--- src/rtl/reg_file_sb_if.sv ---
// Register-file access bundle: one write/issue side, two read ports with
// their pending flags, and the scoreboard occupancy count.
interface reg_file_sb_if #(
    parameter int DATA_WIDTH = 8,
    parameter int ADDR_WIDTH = 3
);
    logic [DATA_WIDTH-1:0] in;
    logic [ADDR_WIDTH-1:0] inaddress;
    logic                  write;
    logic [ADDR_WIDTH-1:0] out1address;
    logic [ADDR_WIDTH-1:0] out2address;
    logic [DATA_WIDTH-1:0] out1;
    logic [DATA_WIDTH-1:0] out2;
    logic                  issue;
    logic [ADDR_WIDTH-1:0] issue_address;
    logic                  out1_pending;
    logic                  out2_pending;
    logic [ADDR_WIDTH:0]   pending_count;

    modport master (
        output in, inaddress, write, out1address, out2address, issue, issue_address,
        input  out1, out2, out1_pending, out2_pending, pending_count
    );

    modport slave (
        input  in, inaddress, write, out1address, out2address, issue, issue_address,
        output out1, out2, out1_pending, out2_pending, pending_count
    );
endinterface

--- src/rtl/reg_file_sb.sv ---
// Parametrised register file with two async read ports, one sync write port,
// optional write bypass / hardwired zero register, and a pending scoreboard.
module reg_file_sb_cell #(
    parameter int DATA_WIDTH = 8
) (
    input  logic                  clk,
    input  logic                  reset,
    input  logic                  wr_en,
    input  logic                  iss_en,
    input  logic [DATA_WIDTH-1:0] wdata,
    output logic [DATA_WIDTH-1:0] data,
    output logic                  pend_q,
    output logic                  pend_d
);
    // Issue beats write: a newer producer is still in flight.
    always_comb begin
        pend_d = pend_q;
        if (iss_en)
            pend_d = 1'b1;
        else if (wr_en)
            pend_d = 1'b0;
    end

    always_ff @(posedge clk or negedge reset) begin
        if (!reset) begin
            data   <= '0;
            pend_q <= 1'b0;
        end else begin
            if (wr_en)
                data <= wdata;
            pend_q <= pend_d;
        end
    end
endmodule

module reg_file_sb #(
    parameter int DATA_WIDTH = 8,
    parameter int ADDR_WIDTH = 3,
    parameter int BYPASS     = 0,
    parameter int ZERO_REG   = 0
) (
    input  logic          clk,
    input  logic          reset,
    reg_file_sb_if.slave  bus
);
    localparam int NUM_REGS = 1 << ADDR_WIDTH;

    logic [NUM_REGS-1:0]                 wr_sel;
    logic [NUM_REGS-1:0]                 iss_sel;
    logic [NUM_REGS-1:0]                 pend_q;
    logic [NUM_REGS-1:0]                 pend_d;
    logic [NUM_REGS-1:0][DATA_WIDTH-1:0] regs;
    logic [ADDR_WIDTH:0]                 cnt_q;

    logic [1:0][ADDR_WIDTH-1:0] raddr;
    logic [1:0][DATA_WIDTH-1:0] rdata;
    logic [1:0]                 rpend;

    function automatic logic [ADDR_WIDTH:0] popcount(input logic [NUM_REGS-1:0] v);
        logic [ADDR_WIDTH:0] s;
        s = '0;
        for (int i = 0; i < NUM_REGS; i++)
            s = s + {{ADDR_WIDTH{1'b0}}, v[i]};
        return s;
    endfunction

    // Register 0 is masked here so neither its data nor its pending bit can move.
    always_comb begin
        wr_sel                   = '0;
        iss_sel                  = '0;
        wr_sel[bus.inaddress]    = bus.write;
        iss_sel[bus.issue_address] = bus.issue;
        if (ZERO_REG != 0) begin
            wr_sel[0]  = 1'b0;
            iss_sel[0] = 1'b0;
        end
    end

    for (genvar g = 0; g < NUM_REGS; g++) begin : g_reg
        reg_file_sb_cell #(
            .DATA_WIDTH (DATA_WIDTH)
        ) u_cell (
            .clk    (clk),
            .reset  (reset),
            .wr_en  (wr_sel[g]),
            .iss_en (iss_sel[g]),
            .wdata  (bus.in),
            .data   (regs[g]),
            .pend_q (pend_q[g]),
            .pend_d (pend_d[g])
        );
    end

    always_ff @(posedge clk or negedge reset) begin
        if (!reset)
            cnt_q <= '0;
        else
            cnt_q <= popcount(pend_d);
    end

    assign raddr[0] = bus.out1address;
    assign raddr[1] = bus.out2address;

    // Bypass reuses the masked write select, so address 0 never bypasses
    // under ZERO_REG; gating with reset keeps outputs at zero while held.
    always_comb begin
        rdata = '0;
        rpend = '0;
        for (int p = 0; p < 2; p++) begin
            if ((BYPASS != 0) && reset && wr_sel[raddr[p]]) begin
                rdata[p] = bus.in;
                rpend[p] = 1'b0;
            end else begin
                rdata[p] = regs[raddr[p]];
                rpend[p] = pend_q[raddr[p]];
            end
        end
    end

    assign bus.out1          = rdata[0];
    assign bus.out2          = rdata[1];
    assign bus.out1_pending  = rpend[0];
    assign bus.out2_pending  = rpend[1];
    assign bus.pending_count = cnt_q;
endmodule

--- src/flat_wrapper.sv ---
// flat-port wrapper written by rule: the top's interface ports become plain ports
module reg_file_sb_flat 
#(
    parameter int DATA_WIDTH = 8,
    parameter int ADDR_WIDTH = 3,
    parameter int BYPASS     = 0,
    parameter int ZERO_REG   = 0
)
  (clk, reset, bus_in, bus_inaddress, bus_write, bus_out1address, bus_out2address, bus_issue, bus_issue_address, bus_out1, bus_out2, bus_out1_pending, bus_out2_pending, bus_pending_count);
  reg_file_sb_if #(.DATA_WIDTH(DATA_WIDTH), .ADDR_WIDTH(ADDR_WIDTH)) bus_i ();
  input  logic clk;
  input  logic reset;
  input wire logic [$bits(bus_i.in)-1:0] bus_in;
  input wire logic [$bits(bus_i.inaddress)-1:0] bus_inaddress;
  input wire logic [$bits(bus_i.write)-1:0] bus_write;
  input wire logic [$bits(bus_i.out1address)-1:0] bus_out1address;
  input wire logic [$bits(bus_i.out2address)-1:0] bus_out2address;
  input wire logic [$bits(bus_i.issue)-1:0] bus_issue;
  input wire logic [$bits(bus_i.issue_address)-1:0] bus_issue_address;
  output wire logic [$bits(bus_i.out1)-1:0] bus_out1;
  output wire logic [$bits(bus_i.out2)-1:0] bus_out2;
  output wire logic [$bits(bus_i.out1_pending)-1:0] bus_out1_pending;
  output wire logic [$bits(bus_i.out2_pending)-1:0] bus_out2_pending;
  output wire logic [$bits(bus_i.pending_count)-1:0] bus_pending_count;
  assign bus_i.in = bus_in;
  assign bus_i.inaddress = bus_inaddress;
  assign bus_i.write = bus_write;
  assign bus_i.out1address = bus_out1address;
  assign bus_i.out2address = bus_out2address;
  assign bus_i.issue = bus_issue;
  assign bus_i.issue_address = bus_issue_address;
  assign bus_out1 = bus_i.out1;
  assign bus_out2 = bus_i.out2;
  assign bus_out1_pending = bus_i.out1_pending;
  assign bus_out2_pending = bus_i.out2_pending;
  assign bus_pending_count = bus_i.pending_count;
  reg_file_sb #(.DATA_WIDTH(DATA_WIDTH), .ADDR_WIDTH(ADDR_WIDTH), .BYPASS(BYPASS), .ZERO_REG(ZERO_REG)) u_core (.clk(clk), .reset(reset), .bus(bus_i));
endmodule
--- config.mk ---
export PLATFORM = sky130hd
export DESIGN_NAME = reg_file_sb_flat
export DESIGN_NICKNAME = d
export VERILOG_FILES = /design/src/rtl/reg_file_sb_if.sv /design/src/rtl/reg_file_sb.sv /design/src/flat_wrapper.sv
export SDC_FILE = /design/constraint.sdc
export NUM_CORES = 1
export LEC_CHECK = 0
export CORE_MARGIN = 2
export CORE_UTILIZATION = 61
export CTS_CLUSTER_DIAMETER = 120
export CTS_CLUSTER_SIZE = 8
export DETAILED_ROUTE_END_ITERATION = 10
export PLACE_DENSITY = 0.87
export SLEW_MARGIN = 15
export SYNTH_ARGS = -nofsm -noshare
export SYNTH_HDL_FRONTEND = slang
export SYNTH_SLANG_ARGS = --single-unit
export TNS_END_PERCENT = 100
--- constraint.sdc ---
create_clock -name clk -period 6.75 [get_ports clk]
set_clock_uncertainty 0.1 [all_clocks]
set_input_delay 1.0125 -clock clk [delete_from_list [all_inputs] [get_ports clk]]
set_output_delay 1.0125 -clock clk [all_outputs]
set_load 0.02 [all_outputs]
==> impl_metrics.toml, run 1 <==
[hold_path]
min_path_type = "flip-flop to flip-flop"
min_from = "u_core.g_reg[2].u_cell.data[1]$_DFFE_PN0P_"
whs_path_depth = 1
holdPathEnd = "u_core.g_reg[2].u_cell.data[1]$_DFFE_PN0P_"

[drt]
ant_nets = 0
wl_per_cell_um = 22.6
vias = 2534
initialDrtViolationCount = 134
drc = 0
vias_per_cell = 6.42
first_pass_iters = 4
wl_um = 8930

[grt]
track_usage_pct = 25.7
antenna_found_initial = 0
grt_overflow = 0
grt_pass1_vias = 2762
grt_max_degree = 77
grt_pass1_wl_um = 14200

[layout]
drive_above_1_share_pct = 34.8
syn2layout_area_growth_pct = 15.9
layout_common_cells = "mux2_2, dfrtp_1, clkdlybuf4s50_1"
final_nets = 327
layout_commonest_cell = "mux2_2"
insertedDiodeCount = 0

[sta]
worst_slew_pin_slew_ns = 1.15
final_max_slew_viol_count = 0
timing.slew.headroom_pct = 23.3
fmax_mhz = 205
setup_viol = 0
hold_viol_final = 0
rsz0062_at_grt = "false"
timing.hold.ws_ns = 0.423
period_share_pct = 72.3
worst_slack_ns = 1.87
period_needed_ns = 4.88
fin_tns_setup_ns = 0

[power]
powerDensity_mw_per_mm2 = 297
p_total_w = 0.00147
power_frac_seq_pct = 42.9
switching_power_w = 0.000430
combPwrFrac_pct = 33.8
p_int_w = 0.00104
power.share.clock_pct = 23.2
power_leakage_nw = 2.10
irDropWorstVdd_mv = 0.200
swShare_pct = 29.2

[clock_tree]
cts_root_buf = "clkbuf_8"
clk_pin_slew_ns = 0.07
numCtsBuffers = 9
worstSkewPairLatency_ns = 0.35
post_cts_resized = 0
hold_buffers = 0
cts_max_path_buffers = 2
cts_tree = "yes"
cts_sinks = 76
postCtsSetupRepairBufs = 0
cts_max_level = 3

[critical_path]
endpoint_kind = "output pin"
r2r_cells = 10
rr_endpoint = "u_core.bus.pending_count[2]$_DFF_PN0_"
arrival_ns = 3.77
r2r-start = "u_core.g_reg[1].u_cell.pend_q$_DFF_PN0_"
rrSetupSlack_ns = 3.49
required_ns = 5.64
critical_path_class = "primary input to output pin"
cp_max_fo = 18
cp-start-kind = "primary input"

[place]
io_buffers = 45
hpwl_um = 5690
post-place-ws_ns = 1.54
place_congestion = 0.825

[floorplan]
die_x_um = 87.7
dieArea_sq_mm = 0.00769
rows = 30
core_sq_mm = 0.00679
ios = 46
die_h_um = 87.7
initial_core_util_pct = 62.9

[yosys]
synth_xor_area_share_pct = 0.205
synth_compound_area_share_pct = 2.20
synth_fp_nets = 285
synth_top_family_by_area = "multiplexers"
synth_fa_ha_area_share_pct = 2.75
synth.avg_cell_area_sq_um = 16.8
synthSimpleGateAreaFrac_pct = 2.93
synth_cells = 254
yosysWarnings = 0
ys_types = 26
yosysSeqAreaShare_pct = 44.5
synth_seq_cells = 76
syn_area_sq_mm = 0.00427
synthMuxAreaShare_pct = 43.7

[run_status]
status = "finished, final reports clean"

[run]
cap_viol_max_count = 0
==> per-layer routing <==
| metal | GRT usage [%] | vias up | part of all wire, % |
|---|---|---|---|
| li1 | - | 1108 | - |
| met1 | 32.8 | 1358 | 44 |
| met2 | 43.4 | 54 | 51 |
| met3 | 4.62 | 14 | 2.8 |
| met4 | 11.2 | 0 | 1.9 |
| met5 | 0 | - | 0 |
==> logic make-up after synthesis <==
logic type      after synthesis
simple gates                 15
mux                         118
compound gates               11
buf+inv                      26
fa+ha+maj                     7
xor+xnor                      1
flops                        76
==> worst max-delay path, cell delays in order <==
cell and delay [ns]:
clkdlybuf4s50_1 1.23, mux4_1 0.69, mux2_2 0.29, clkdlybuf4s50_1 0.54
==> Yosys cell counts <==
cell / number / share of area [%]
inv_1: 8 / 0.70
a32oi_1: 1 / 0.21
buf_2: 9 / 1.1
xor2_1: 1 / 0.21
ha_1: 3 / 0.88
nor4bb_1: 3 / 0.70
a21oi_1: 1 / 0.12
clkbuf_1: 3 / 0.26
mux2_2: 82 / 22
buf_6: 2 / 0.53
nor2b_1: 4 / 0.59
o32ai_1: 1 / 0.21
a32o_1: 3 / 0.70
nand4b_1: 3 / 0.62
nor2_1: 1 / 0.088
nor4b_4: 1 / 0.56
fa_1: 4 / 1.9
and4_1: 1 / 0.21
mux4_1: 36 / 22
a2bb2oi_1: 1 / 0.21
o2bb2ai_1: 3 / 0.62
nand2_1: 2 / 0.18
dfrtp_1: 76 / 45
o22ai_1: 1 / 0.15
buf_12: 2 / 0.94
buf_1: 2 / 0.18
==> layout make-up <==
type	count	area, sq um
flip-flops and latches	76	1900
clock inverters	2	35.0
inverters	8	30.0
repair buffers	49	475
clock buffers	12	155
multi-input cells	152	2230
fillers	440	1840
well taps	96	120
==> state kept, by name, summed over array words and instances (netlist names) <==
signal,cells
u_core.g.u_cell.pend_q,8
u_core.bus.pending_count,4
u_core.g.u_cell.data,64
==> power groups by stage <==
stage	clock, W	sequential [W]	combinational (W)
2_1_floorplan	0	0.000625	0.000330
3_3_place_gp	0	0.000624	0.000482
3_5_place_dp	0	0.000638	0.000501
4_1_cts	0.000349	0.000630	0.000504
5_1_grt	0.000369	0.000646	0.000544
6_report	0.000342	0.000632	0.000498
==> how the worst max path moves through the flow <==
stage	slack (ns)	startpoint	endpoint
after floorplan	2.35	bus_write	u_core.bus.pending_count[2]$_DFF_PN0_
after global placement	1.68	bus_inaddress[1]	u_core.bus.pending_count[2]$_DFF_PN0_
after detailed placement	1.54	bus_inaddress[1]	u_core.bus.pending_count[2]$_DFF_PN0_
after CTS	1.87	bus_out2address[0]	bus_out2[2]
after global routing	1.66	bus_inaddress[1]	u_core.bus.pending_count[2]$_DFF_PN0_
final	1.87	bus_out2address[0]	bus_out2[2]
==> stage by stage <==
stage	utilization, %	cell area [sq um]	std cells
after floorplan	-	4270	254
after global placement	70.1	4760	381
after detailed placement	70.1	4760	381
after CTS	72.9	4950	395
after global routing	72.9	4950	395
final	72.9	4950	395
Power figures use the tool's default switching activity.
==> inputs of run 2 (changes only) <==
--- a/config.mk
+++ b/config.mk
@@ -6,11 +6,11 @@
 export NUM_CORES = 1
 export LEC_CHECK = 0
 export CORE_MARGIN = 2
-export CORE_UTILIZATION = 61
+export CORE_UTILIZATION = 57
 export CTS_CLUSTER_DIAMETER = 120
 export CTS_CLUSTER_SIZE = 8
 export DETAILED_ROUTE_END_ITERATION = 10
-export PLACE_DENSITY = 0.87
+export PLACE_DENSITY = 0.82
 export SLEW_MARGIN = 15
 export SYNTH_ARGS = -nofsm -noshare
 export SYNTH_HDL_FRONTEND = slang
==> constraint.sdc (replaced) <==
create_clock -name clk -period 4.6 [get_ports clk]
set_clock_uncertainty 0.1 [all_clocks]
set_input_delay 0.69 -clock clk [delete_from_list [all_inputs] [get_ports clk]]
set_output_delay 0.69 -clock clk [all_outputs]
set_load 0.02 [all_outputs]
==> impl_metrics.toml, run 2 (synthesis gave the netlist of run 1 again) <==
[run_status]
status = "finished, final reports clean"

[critical_path]
required_ns = 4.73
endpoint_kind = "flip-flop"
critical_path_class = "primary input to flip-flop"
arrival_ns = 4.24
critPathBufInv = 3
critical_path.max_stage_delay_ns = 0.57
cp-start-kind = "primary input"
cp_common_cell = "fa_1"
crit_family = "adder cells"
slowest_stage = "clkdlybuf4s50_1"
path_cells = "clkdlybuf4s50_1 -> nor4bb_2 -> o32ai_1 -> ha_1 -> fa_1 -> inv_1 -> fa_1 -> inv_1 -> fa_1 -> fa_1 -> xor2_1"
cp_max_fo = 8

[layout]
layout_common_cells = "mux2_2, dfrtp_1, clkdlybuf4s50_1"
layout_commonest_cell = "mux2_2"
top_register = "u_core.g.u_cell.data"
drive_above_1_share_pct = 37.5
final_nets = 339
syn2layout_area_growth_pct = 18.4
finish.instance_area_sq_mm = 0.00506
largest_reg_flops = 64
insertedDiodeCount = 0

[power]
p_total_w = 0.00218
powerDensity_mw_per_mm2 = 431
power_leakage_nw = 2.16
irDropWorstVdd_mv = 0.256

[grt]
grt_pass1_wl_um = 14300
grt_overflow = 0
antenna_found_initial = 0
track_usage_pct = 23.1
grt_max_degree = 40
grt_pass1_vias = 2646

[place]
dpl-instance-area_sq_mm = 0.00485
post-place-ws_ns = 0.113
io_buffers = 45
place_congestion = 0.829
hpwl_um = 5570

[clock_tree]
numCtsBuffers = 9
cts_sinks = 76
hold_buffers = 0
cts_tree = "yes"
postCtsSetupRepairBufs = 0
post_cts_resized = 0
clk_pin_slew_ns = 0.08
worstSkewPairLatency_ns = 0.34
cts_root_buf = "clkbuf_8"
cts_max_level = 3
cts_max_path_buffers = 2

[floorplan]
core_sq_mm = 0.00725
die_x_um = 90.6
dieArea_sq_mm = 0.00820
rows = 31
ios = 46
initial_core_util_pct = 58.9
die_h_um = 90.6

[drt]
vias_per_cell = 6.15
first_pass_iters = 4
initialDrtViolationCount = 99
wl_per_cell_um = 21.2
ant_nets = 0
vias = 2529
wl_um = 8720
drc = 0

[sta]
period_share_pct = 89.3
rsz0062_at_grt = "false"
fin_tns_setup_ns = 0
fmax_mhz = 243
final_max_slew_viol_count = 0
timing.slew.headroom_pct = 41.5
worst_slack_ns = 0.491
worst_slew_pin_slew_ns = 0.877
setup_viol = 0
timing.hold.ws_ns = 0.358
period_needed_ns = 4.11
hold_viol_final = 0

[run]
cap_viol_max_count = 0

[hold_path]
min_path_type = "primary input to asynchronous set/reset pin"
-- run 2: final timing paths --
check / end / cells after the start / slack (ns) / startpoint
min: u_core.g_reg[2].u_cell.data[6]$_DFFE_PN0P_ / 1 / 0.36 / reset
max reg2reg: u_core.bus.pending_count[2]$_DFF_PN0_ / 10 / 1.36 / u_core.g_reg[1].u_cell.pend_q$_DFF_PN0_
max in group asynchronous: u_core.g_reg[7].u_cell.data[4]$_DFFE_PN0P_ / 2 / 3.01 / reset
min reg2reg: u_core.g_reg[6].u_cell.data[4]$_DFFE_PN0P_ / 1 / 0.42 / u_core.g_reg[6].u_cell.data[4]$_DFFE_PN0P_
max: u_core.bus.pending_count[2]$_DFF_PN0_ / 11 / 0.49 / bus_inaddress[2]
min in group clk: u_core.g_reg[6].u_cell.data[4]$_DFFE_PN0P_ / 1 / 0.42 / u_core.g_reg[6].u_cell.data[4]$_DFFE_PN0P_
-- run 2: final cells by class --
class,instances,area [sq um]
Multi-Input combinational cell,152,2230
Timing Repair Buffer,61,566
Clock buffer,10,128
Inverter,8,30.0
Fill cell,502,2190
Tap cell,99,124
Clock inverter,5,77.6
Sequential cell,76,1900
-- run 2: routing by layer --
layer | wire length (um) | share of wire (%) | global-route usage, %
met2 | 4440 | 51 | 38.5
met1 | 3860 | 44 | 31.5
met4 | 154 | 1.8 | 7.56
met3 | 267 | 3.1 | 3.67
met5 | 0 | 0 | 0
-- run 2: per-stage QoR --
stage               util [%]  cells
floorplan                  -    254
global placement        66.9    396
detailed placement      66.9    396
CTS                     69.8    411
global route            69.8    411
finish                  69.8    411
-- run 2: power by group --
part	internal [W]	switching, W
clock network	0.000301	0.000236
registers	0.000825	0.0000933
logic	0.000430	0.000299
total	0.00156	0.000628
==> inputs of run 3 (changes only) <==
--- a/config.mk
+++ b/config.mk
@@ -5,7 +5,6 @@
 export SDC_FILE = /design/constraint.sdc
 export NUM_CORES = 1
 export LEC_CHECK = 0
-export CORE_MARGIN = 2
 export CORE_UTILIZATION = 57
 export CTS_CLUSTER_DIAMETER = 120
 export CTS_CLUSTER_SIZE = 8
==> impl_metrics.toml, run 3 (synthesis gave the netlist of run 1 again) <==
[critical_path]
cp-start-kind = "primary input"
rrSetupSlack_ns = 1.34
path_cells = "clkdlybuf4s50_1 -> nor4bb_2 -> o32ai_1 -> ha_1 -> fa_1 -> inv_1 -> fa_1 -> inv_1 -> fa_1 -> fa_1 -> xor2_1"
critical_path.max_stage_delay_ns = 0.53
critical_path_class = "primary input to flip-flop"
arrival_ns = 4.24
r2r-start = "u_core.g_reg[1].u_cell.pend_q$_DFF_PN0_"
crit_family = "adder cells"
endpoint_kind = "flip-flop"
cp-endpoint = "u_core.bus.pending_count[2]$_DFF_PN0_"
slowest_stage = "fa_1"
cp_common_cell = "fa_1"
cp.depth = 11
required_ns = 4.73
cp_max_fo = 4
critPathLaunch = "bus_inaddress[1]"
critPathBufInv = 3
rr_endpoint = "u_core.bus.pending_count[2]$_DFF_PN0_"
r2r_cells = 10

[layout]
drive_above_1_share_pct = 37.9
final_nets = 340
insertedDiodeCount = 0
top_register = "u_core.g.u_cell.data"
fill_cells = 493
layout_common_cells = "mux2_2, dfrtp_1, clkdlybuf4s50_1"
syn2layout_area_growth_pct = 19.6
largest_reg_flops = 64
layout_commonest_cell = "mux2_2"

[sta]
timing.slew.headroom_pct = 55.6
final_max_slew_viol_count = 0
fmax_mhz = 244
rsz0062_at_grt = "false"
fin_tns_setup_ns = 0
hold_viol_final = 0
worst_slew_pin_slew_ns = 0.665
timing.hold.ws_ns = 0.219
period_needed_ns = 4.10
setup_viol = 0
period_share_pct = 89.2

[drt]
first_pass_iters = 4
vias_per_cell = 6.21
ant_nets = 0
drc = 0
wl_per_cell_um = 21.6
vias = 2564
initialDrtViolationCount = 126
wl_um = 8920

[clock_tree]
cts_max_level = 3
cts_sinks = 76
cts_max_path_buffers = 2
cts_root_buf = "clkbuf_8"
clk_pin_slew_ns = 0.08
cts_tree = "yes"
post_cts_resized = 0
numCtsBuffers = 9
hold_buffers = 0
worstSkewPairLatency_ns = 0.34
postCtsSetupRepairBufs = 0

[power]
p_total_w = 0.00228
irDropWorstVdd_mv = 0.264
powerDensity_mw_per_mm2 = 446
power_leakage_nw = 2.19

[grt]
grt_overflow = 0
grt_max_degree = 55
antenna_found_initial = 0
grt_pass1_vias = 2746
track_usage_pct = 25.8
grt_pass1_wl_um = 14200

[run_status]
status = "finished, final reports clean"

[place]
place_congestion = 0.797
io_buffers = 45
hpwl_um = 5760

[floorplan]
core_sq_mm = 0.00725
ios = 46
die_h_um = 88.6
die_x_um = 88.6
rows = 31
initial_core_util_pct = 58.9
dieArea_sq_mm = 0.00785

[hold_path]
min_path_type = "primary input to asynchronous set/reset pin"

[run]
cap_viol_max_count = 0
## run 3: cell types whose count changed in the layout (fill, tap and decap cells not counted)
cell / delta
clkinvlp_4: -1
clkinv_2: -1
bufinv_16: +1
buf_4: +1
clkbuf_8: +2
## run 3: how the worst min path moves through the flow
| stage | startpoint | endpoint | cells past startpoint |
|---|---|---|---|
| after detailed placement | u_core.g_reg[3].u_cell.data[3]$_DFFE_PN0P_ | u_core.g_reg[3].u_cell.data[3]$_DFFE_PN0P_ | 1 |
| after floorplan | reset | u_core.bus.pending_count[0]$_DFF_PN0_ | 0 |
| after global routing | reset | u_core.g_reg[6].u_cell.data[3]$_DFFE_PN0P_ | 1 |
| after CTS | reset | u_core.g_reg[6].u_cell.data[3]$_DFFE_PN0P_ | 1 |
| after global placement | u_core.g_reg[5].u_cell.data[3]$_DFFE_PN0P_ | u_core.g_reg[5].u_cell.data[3]$_DFFE_PN0P_ | 1 |
| final | reset | u_core.g_reg[6].u_cell.data[3]$_DFFE_PN0P_ | 1 |
## run 3: metrics by stage
| stage | utilization [%] | cell area (sq um) | setup slack, ns | instances |
|---|---|---|---|---|
| detailed placement | 67.0 | 4860 | 0.116 | 397 |
| CTS | 70.5 | 5110 | 0.496 | 413 |
| global route | 70.5 | 5110 | 0.324 | 413 |
| global placement | 67.0 | 4860 | 0.223 | 397 |
| finish | 70.5 | 5110 | 0.497 | 413 |
| floorplan | - | 4270 | 0.519 | 254 |
## run 3: worst reg2reg max path, stage by stage (launching register included)
cell and delay (ns):
dfrtp_1 0.37, inv_1 0.06, o32ai_1 0.16, ha_1 0.31
fa_1 0.53, inv_1 0.06, fa_1 0.50, inv_1 0.06
fa_1 0.45, fa_1 0.39, xor2_1 0.17
## run 3: area by class of cell
| type | count | area [sq um] | share of cell area [%] |
|---|---|---|---|
| clock buffer | 12 | 155 | 3.03 |
| clock inverter | 4 | 95.1 | 1.86 |
| inverter | 8 | 30.0 | 0.587 |
| multi-input combinational | 152 | 2230 | 43.7 |
| sequential | 76 | 1900 | 37.2 |
| tap | 99 | 124 | 2.42 |
| timing repair buffer | 62 | 573 | 11.2 |
## run 3: power by group
part / internal [W] / switching, W / leakage (nW)
combinational: 0.000434 / 0.000302 / 1.15
sequential: 0.000826 / 0.0000989 / 0.909
clock: 0.000389 / 0.000229 / 0.127
total: 0.00165 / 0.000631 / 2.19
## run 3: per-layer routing
metal / up-vias / GRT usage (%) / routed length (um)
li1: 1135 / - / -
met1: 1353 / 34.1 / 3860
met2: 59 / 42.7 / 4560
met3: 17 / 3.17 / 266
met4: 0 / 12.8 / 235
met5: - / 0 / 0
